### config.mk
export PLATFORM = sky130hd
export DESIGN_NAME = ether_tx_arbiter
export DESIGN_NICKNAME = d
export VERILOG_FILES = /design/src/rtl/ether_tx_arbiter_pkg.sv /design/src/rtl/ether_tx_arbiter_rr_pick.sv /design/src/rtl/ether_tx_arbiter.sv
export SDC_FILE = /design/constraint.sdc
export NUM_CORES = 1
export LEC_CHECK = 0
export ABC_CLOCK_PERIOD_IN_PS = 3500
export CAP_MARGIN = 20
export CORE_ASPECT_RATIO = 0.75
export CORE_MARGIN = 8
export CORE_UTILIZATION = 39
export DETAILED_ROUTE_END_ITERATION = 10
export GPL_TIMING_DRIVEN = 1
export PLACE_DENSITY = 0.82
export SLEW_MARGIN = 15
export SYNTH_ARGS = -nofsm -noshare
export SYNTH_HDL_FRONTEND = slang
export SYNTH_SLANG_ARGS = --single-unit
### constraint.sdc
create_clock -name clk_i -period 3.5 [get_ports clk_i]
set_clock_uncertainty 0.05 [all_clocks]
set_input_delay 0.525 -clock clk_i [delete_from_list [all_inputs] [get_ports clk_i]]
set_output_delay 0.525 -clock clk_i [all_outputs]
set_load 0.02 [all_outputs]
### src/rtl/ether_tx_arbiter_pkg.sv
// ether_tx_arbiter_pkg: shared widths, status bit positions and FSM state type
// for the Ethernet TX buffer arbiter and its round-robin picker.
package ether_tx_arbiter_pkg;
    localparam int DATA_W     = 32;
    localparam int LEN_W      = 16;
    localparam int SPACE_W    = 10;
    localparam int MAX_REQ    = 4;
    localparam int IDX_W      = 2;
    localparam int ST_TIMEOUT = 4;
    localparam int ST_STRAY   = 5;
    localparam int ST_FULL    = 6;
    localparam int ST_LAST    = 8;

    typedef enum logic [1:0] {S_IDLE, S_CHECK, S_GRANT} state_e;
endpackage

### src/rtl/ether_tx_arbiter_rr_pick.sv
// ether_tx_arbiter_rr_pick: combinational round-robin finder; returns the first
// set request strictly after the pointer, wrapping around.
//   req_i   [NREQ]  request vector
//   ptr_i   [IDX_W] index served last
//   found_o         any request set
//   idx_o   [IDX_W] chosen index
module ether_tx_arbiter_rr_pick
    import ether_tx_arbiter_pkg::*;
#(
    parameter int NREQ = 2
) (
    input  logic [NREQ-1:0]  req_i,
    input  logic [IDX_W-1:0] ptr_i,
    output logic             found_o,
    output logic [IDX_W-1:0] idx_o
);
    logic [MAX_REQ-1:0] req_p;
    logic [IDX_W-1:0]   k;

    // Scan from the farthest position back to the nearest so the nearest hit wins.
    always_comb begin
        req_p   = MAX_REQ'(req_i);
        found_o = 1'b0;
        idx_o   = '0;
        k       = '0;
        for (int i = NREQ; i >= 1; i--) begin
            k = IDX_W'((int'(ptr_i) + i) % NREQ);
            if (req_p[k]) begin
                found_o = 1'b1;
                idx_o   = k;
            end
        end
    end
endmodule

### src/rtl/ether_tx_arbiter.sv
// ether_tx_arbiter: shares the MAC TX buffer write port among NREQ frame
// generators, granting round-robin once the buffer can hold the whole frame.
//   clk_i, rst_ni                      clock, async active-low reset
//   req_i / req_length_i               level request and frame length (bytes)
//   req_we_i / req_start_i / req_end_i / req_data_i   per-port word stream
//   gnt_o                              registered one-hot grant
//   tx_we_o / tx_start_o / tx_end_o / tx_data_o       registered TX buffer write
//   tx_ready_i / tx_space_i / tx_full_i               TX buffer state
//   status_o                           grant, sticky error flags, last index
module ether_tx_arbiter
    import ether_tx_arbiter_pkg::*;
#(
    parameter int NREQ    = 2,
    parameter int TIMEOUT = 4096
) (
    input  logic                     clk_i,
    input  logic                     rst_ni,
    input  logic [NREQ-1:0]          req_i,
    input  logic [NREQ*LEN_W-1:0]    req_length_i,
    input  logic [NREQ-1:0]          req_we_i,
    input  logic [NREQ-1:0]          req_start_i,
    input  logic [NREQ-1:0]          req_end_i,
    input  logic [NREQ*DATA_W-1:0]   req_data_i,
    output logic [NREQ-1:0]          gnt_o,
    output logic                     tx_we_o,
    output logic                     tx_start_o,
    output logic                     tx_end_o,
    output logic [DATA_W-1:0]        tx_data_o,
    input  logic                     tx_ready_i,
    input  logic [SPACE_W-1:0]       tx_space_i,
    input  logic                     tx_full_i,
    output logic [15:0]              status_o
);
    state_e              state_q, state_d;
    logic [IDX_W-1:0]    cand_q, cand_d, ptr_q, ptr_d, last_q, last_d, pick_idx;
    logic                pick_found;
    logic [NREQ-1:0]     gnt_q, gnt_d;
    logic [15:0]         cnt_q, cnt_d;
    logic                tx_we_q, tx_we_d, tx_start_q, tx_start_d, tx_end_q, tx_end_d;
    logic [DATA_W-1:0]   tx_data_q, tx_data_d;
    logic                to_q, to_d, stray_q, stray_d, full_q, full_d;
    logic                wr;

    // Pad per-port vectors to MAX_REQ so the 2-bit candidate index is always in range.
    logic [MAX_REQ-1:0]        req_p, we_p, start_p, end_p;
    logic [MAX_REQ*LEN_W-1:0]  len_p;
    logic [MAX_REQ*DATA_W-1:0] data_p;
    logic [LEN_W-1:0]          len_a  [MAX_REQ];
    logic [DATA_W-1:0]         data_a [MAX_REQ];

    assign req_p   = MAX_REQ'(req_i);
    assign we_p    = MAX_REQ'(req_we_i);
    assign start_p = MAX_REQ'(req_start_i);
    assign end_p   = MAX_REQ'(req_end_i);
    assign len_p   = (MAX_REQ*LEN_W)'(req_length_i);
    assign data_p  = (MAX_REQ*DATA_W)'(req_data_i);

    always_comb begin
        for (int i = 0; i < MAX_REQ; i++) begin
            len_a[i]  = len_p[i*LEN_W +: LEN_W];
            data_a[i] = data_p[i*DATA_W +: DATA_W];
        end
    end

    ether_tx_arbiter_rr_pick #(.NREQ(NREQ)) u_pick (
        .req_i   (req_i),
        .ptr_i   (ptr_q),
        .found_o (pick_found),
        .idx_o   (pick_idx)
    );

    assign wr = we_p[cand_q];

    always_comb begin
        state_d    = state_q;
        cand_d     = cand_q;
        ptr_d      = ptr_q;
        last_d     = last_q;
        gnt_d      = gnt_q;
        cnt_d      = '0;
        tx_we_d    = 1'b0;
        tx_start_d = 1'b0;
        tx_end_d   = 1'b0;
        tx_data_d  = '0;
        to_d       = to_q;
        stray_d    = stray_q | |(req_we_i & ~gnt_q);
        full_d     = full_q | (tx_we_q & tx_full_i);
        case (state_q)
            S_IDLE: begin
                if (pick_found) begin
                    cand_d  = pick_idx;
                    state_d = S_CHECK;
                end
            end
            S_CHECK: begin
                if (!req_p[cand_q]) begin
                    state_d = S_IDLE;
                end else if (tx_ready_i && {4'd0, tx_space_i, 2'd0} > len_a[cand_q]) begin
                    gnt_d   = NREQ'(1) << cand_q;
                    last_d  = cand_q;
                    state_d = S_GRANT;
                end
            end
            S_GRANT: begin
                tx_we_d    = wr;
                tx_start_d = wr & start_p[cand_q];
                tx_end_d   = wr & end_p[cand_q];
                tx_data_d  = wr ? data_a[cand_q] : '0;
                cnt_d      = wr ? 16'd0 : cnt_q + 16'd1;
                if (wr && end_p[cand_q]) begin
                    gnt_d   = '0;
                    ptr_d   = cand_q;
                    state_d = S_IDLE;
                end else if (!req_p[cand_q] || (!wr && cnt_q == 16'(TIMEOUT - 1))) begin
                    // Abandoned frame: close it with an empty END word.
                    tx_we_d    = 1'b1;
                    tx_start_d = 1'b0;
                    tx_end_d   = 1'b1;
                    tx_data_d  = '0;
                    gnt_d      = '0;
                    to_d       = 1'b1;
                    ptr_d      = cand_q;
                    state_d    = S_IDLE;
                end
            end
            default: state_d = S_IDLE;
        endcase
    end

    always_ff @(posedge clk_i or negedge rst_ni) begin
        if (!rst_ni) begin
            state_q    <= S_IDLE;
            cand_q     <= '0;
            ptr_q      <= IDX_W'(NREQ - 1);
            last_q     <= '0;
            gnt_q      <= '0;
            cnt_q      <= '0;
            tx_we_q    <= 1'b0;
            tx_start_q <= 1'b0;
            tx_end_q   <= 1'b0;
            tx_data_q  <= '0;
            to_q       <= 1'b0;
            stray_q    <= 1'b0;
            full_q     <= 1'b0;
        end else begin
            state_q    <= state_d;
            cand_q     <= cand_d;
            ptr_q      <= ptr_d;
            last_q     <= last_d;
            gnt_q      <= gnt_d;
            cnt_q      <= cnt_d;
            tx_we_q    <= tx_we_d;
            tx_start_q <= tx_start_d;
            tx_end_q   <= tx_end_d;
            tx_data_q  <= tx_data_d;
            to_q       <= to_d;
            stray_q    <= stray_d;
            full_q     <= full_d;
        end
    end

    assign gnt_o      = gnt_q;
    assign tx_we_o    = tx_we_q;
    assign tx_start_o = tx_start_q;
    assign tx_end_o   = tx_end_q;
    assign tx_data_o  = tx_data_q;

    always_comb begin
        status_o                       = '0;
        status_o[3:0]                  = 4'(gnt_q);
        status_o[ST_TIMEOUT]           = to_q;
        status_o[ST_STRAY]             = stray_q;
        status_o[ST_FULL]              = full_q;
        status_o[ST_LAST +: IDX_W]     = last_q;
    end
endmodule

==> impl_metrics.tcl <==
set metrics [dict create \
    status "finished clean" \
    cp_data_required_time_ns 3.66 \
    setup_viol 0 \
    numCtsBuffers 9 \
    yosysSeqAreaShare_pct 49.23 \
    rsz0062_at_grt "false" \
    grt.total_usage_pct 16.18 \
    grt_pass1_vias 2686 \
    finalSetupTns_ns 0 \
    finalNonFillerCells 560 \
    synth_seq_cells 61 \
    power.density_mw_per_mm2 461.2 \
    path_clk_slew_ns 0.06 \
    yosysMostFrequentCell "dfrtp_1" \
    areaGrowthSynthToFinish_pct 60.00 \
    drtIter0Drc 161 \
    async_flop_share_pct 100.0 \
    wire_per_inst_um 16.26 \
    synth_cells 293 \
    vias_per_cell 4.775 \
    dp_cells 544 \
    antenna_found_initial 0 \
    clock-sinks 61 \
    dr.pass1.iters 4 \
    die_area_mm2 0.01110 \
    grt_overflow 0 \
    fill_cells 607 \
    synth_edf_count 0 \
    start_util_pct 39.72 \
    seqCellArea_mm2 0.001529 \
    ant_nets 0 \
    hold_slack_ns 0.2637 \
    hpwlAfterDp_mm 7.347 \
    worst_pin_slew_ns 0.8779 \
    arrival_ns 2.90 \
    power.leakage_uw 0.002245 \
    pin_count 171 \
    gp_congestion 0.7677 \
    endpoint_kind "register" \
    port_buffers 160 \
    die_w_um 119.0 \
    multi_input_area_mm2 0.001411 \
    root_buffer "clkbuf_8" \
    dr_total_vias 2674 \
    cts_setup_buffers 0 \
    wl_mm 9.104 \
    chipHeight_um 93.25 \
    grt_max_degree 42 \
    synth_top_area_share_pct 48.39 \
    yosys_warnings 0 \
    ys.flop_type "dfrtp_1" \
    hp-class "in -> async" \
    grt_pass1_wl_mm 14.39 \
    ys_top_cells_by_count "dfrtp_1, nor2_1, mux2i_1, buf_4, nand2_1" \
    start_kind "register" \
    post-route-period-util_pct 78.19 \
    cts_buffer_depth 2 \
    nets 579 \
    synthTopCellsByArea "dfrtp_1, mux2i_1, nor2_1, ha_1, buf_4" \
    ctsHtreeMaxLevel 3 \
    fp-row-count 28 \
    cts_hold_buf 0 \
    yosysTopAreaCell "dfrtp_1" \
    synth_area_per_cell_um2 10.59 \
    slew_viol_final 0 \
    core_mm2 0.007812 \
    max-cap-violations 0 \
    fmaxAchievable_mhz 365.4 \
    drc 0 \
    cts_tree "done" \
    antenna_cells 0 \
    crit_fanout 40 \
    syn-cell-area_mm2 0.003103 \
    slew_headroom_pct 41.47 \
    worstSetupPathType "reg -> reg" \
    clk_latency_ns 0.33 \
    cts-resized-gates 0 \
    worst_ir_drop_vdd_mv 0.2654 \
    drive_gt1_share_pct 6.154 \
    period_needed_ns 2.737 \
    ys_types 43 \
    finalHoldViolCount 0 \
]
## flip-flops by register name, summed over array words and instances, names as in the netlist
register	cells
stray_q	1
state_q	2
full_q	1
last_q	1
cnt_q	16
gnt_o	2
tx_start_o	1
to_q	1
tx_we_o	1
tx_data_o	32
ptr_q	1
tx_end_o	1
cand_q	1
## final cells by class
cell class	instances	share of cell area, %
Clock inverter	4	1.915
Clock buffer	12	2.923
Sequential cell	61	30.80
Tap cell	105	2.646
Inverter	7	0.5292
Multi-Input combinational cell	207	28.43
Timing Repair Buffer	164	32.76
## cells in the final DEF (no fill, tap or decap), types with 2 or more instances in the layout
cell type          n
clkbuf_8          10
xor2_1             9
mux2i_1           45
clkbuf_1           2
and4_1             3
a31oi_1            2
o31ai_1            2
mux2_2             2
nand4_1            3
nand2_1           12
dfrtp_1           59
xnor2_1            5
nand3b_1           2
and2_1             3
clkdlybuf4s50_1  159
nand3_1           11
bufinv_16          3
buf_4              4
nor2b_1            4
and3_1             2
conb_1            10
a21oi_1            6
ha_1              11
inv_1              7
o21ai_0            5
nor2_1            54
## critical path: stages (launching register included)
cell and delay, ns:
dfrtp_2 0.59, buf_4 0.59, inv_1 0.23, o31ai_1 0.35, a311oi_1 0.16, or3b_1 0.32, mux2_4 0.32
## worst paths after layout
check / start / cells after the start / slack (ns) / endpoint
worst max-delay path: cand_q[0]$_DFFE_PN0P_ / 6 / 0.76 / last_q[0]$_DFFE_PN0P_
min in group clk_i: full_q$_DFF_PN0_ / 1 / 0.42 / full_q$_DFF_PN0_
worst min-delay path: rst_ni / 1 / 0.26 / tx_data_o[13]$_DFF_PN0_
worst max register to register: cand_q[0]$_DFFE_PN0P_ / 6 / 0.76 / last_q[0]$_DFFE_PN0P_
max in group asynchronous: rst_ni / 2 / 2.33 / gnt_o[1]$_DFFE_PN0P_
worst min register to register: full_q$_DFF_PN0_ / 1 / 0.42 / full_q$_DFF_PN0_
## power by group
part	switching, uW	internal (uW)	leakage [uW]
clock	255	492	0.000121
combinational	341	397	0.00129
sequential	61.5	744	0.000836
## through the flow
step	cell area [um^2]	worst slack [ns]	power, uW	util, %
2_1_floorplan	3137	0.4743	1307	-
3_3_place_gp	4725	0.6324	1545	60.47
3_5_place_dp	4725	0.5584	1557	60.47
4_1_cts	4965	0.7618	2321	63.55
5_1_grt	4965	0.6480	2411	63.55
6_report	4965	0.7632	2290	63.55
## logic make-up (layout without fill, tap and decap cells)
kind of cell               after synthesis  in the layout  synth area share [%]
AOI/OAI and AO/OA                       23             23                 4.799
xor gates and xnor gates                14             14                 3.952
adders and majority gates               11             11                 4.435
buffers and inverters                   34            187                 6.371
DFF                                     61             61                 49.23
muxes                                   48             48                 15.73
other                                    1             10                0.1209
and+or+nand+nor                        101            101                 15.36
## metal layers
metal	up-vias	share of wire (%)	GRT usage, %
met3	4	6.3	5.418
met1	1282	43	19.57
met5	-	0	0
li1	1285	-	-
met4	0	0.11	3.463
met2	103	51	27.58
(Power assumes the default switching activity.)
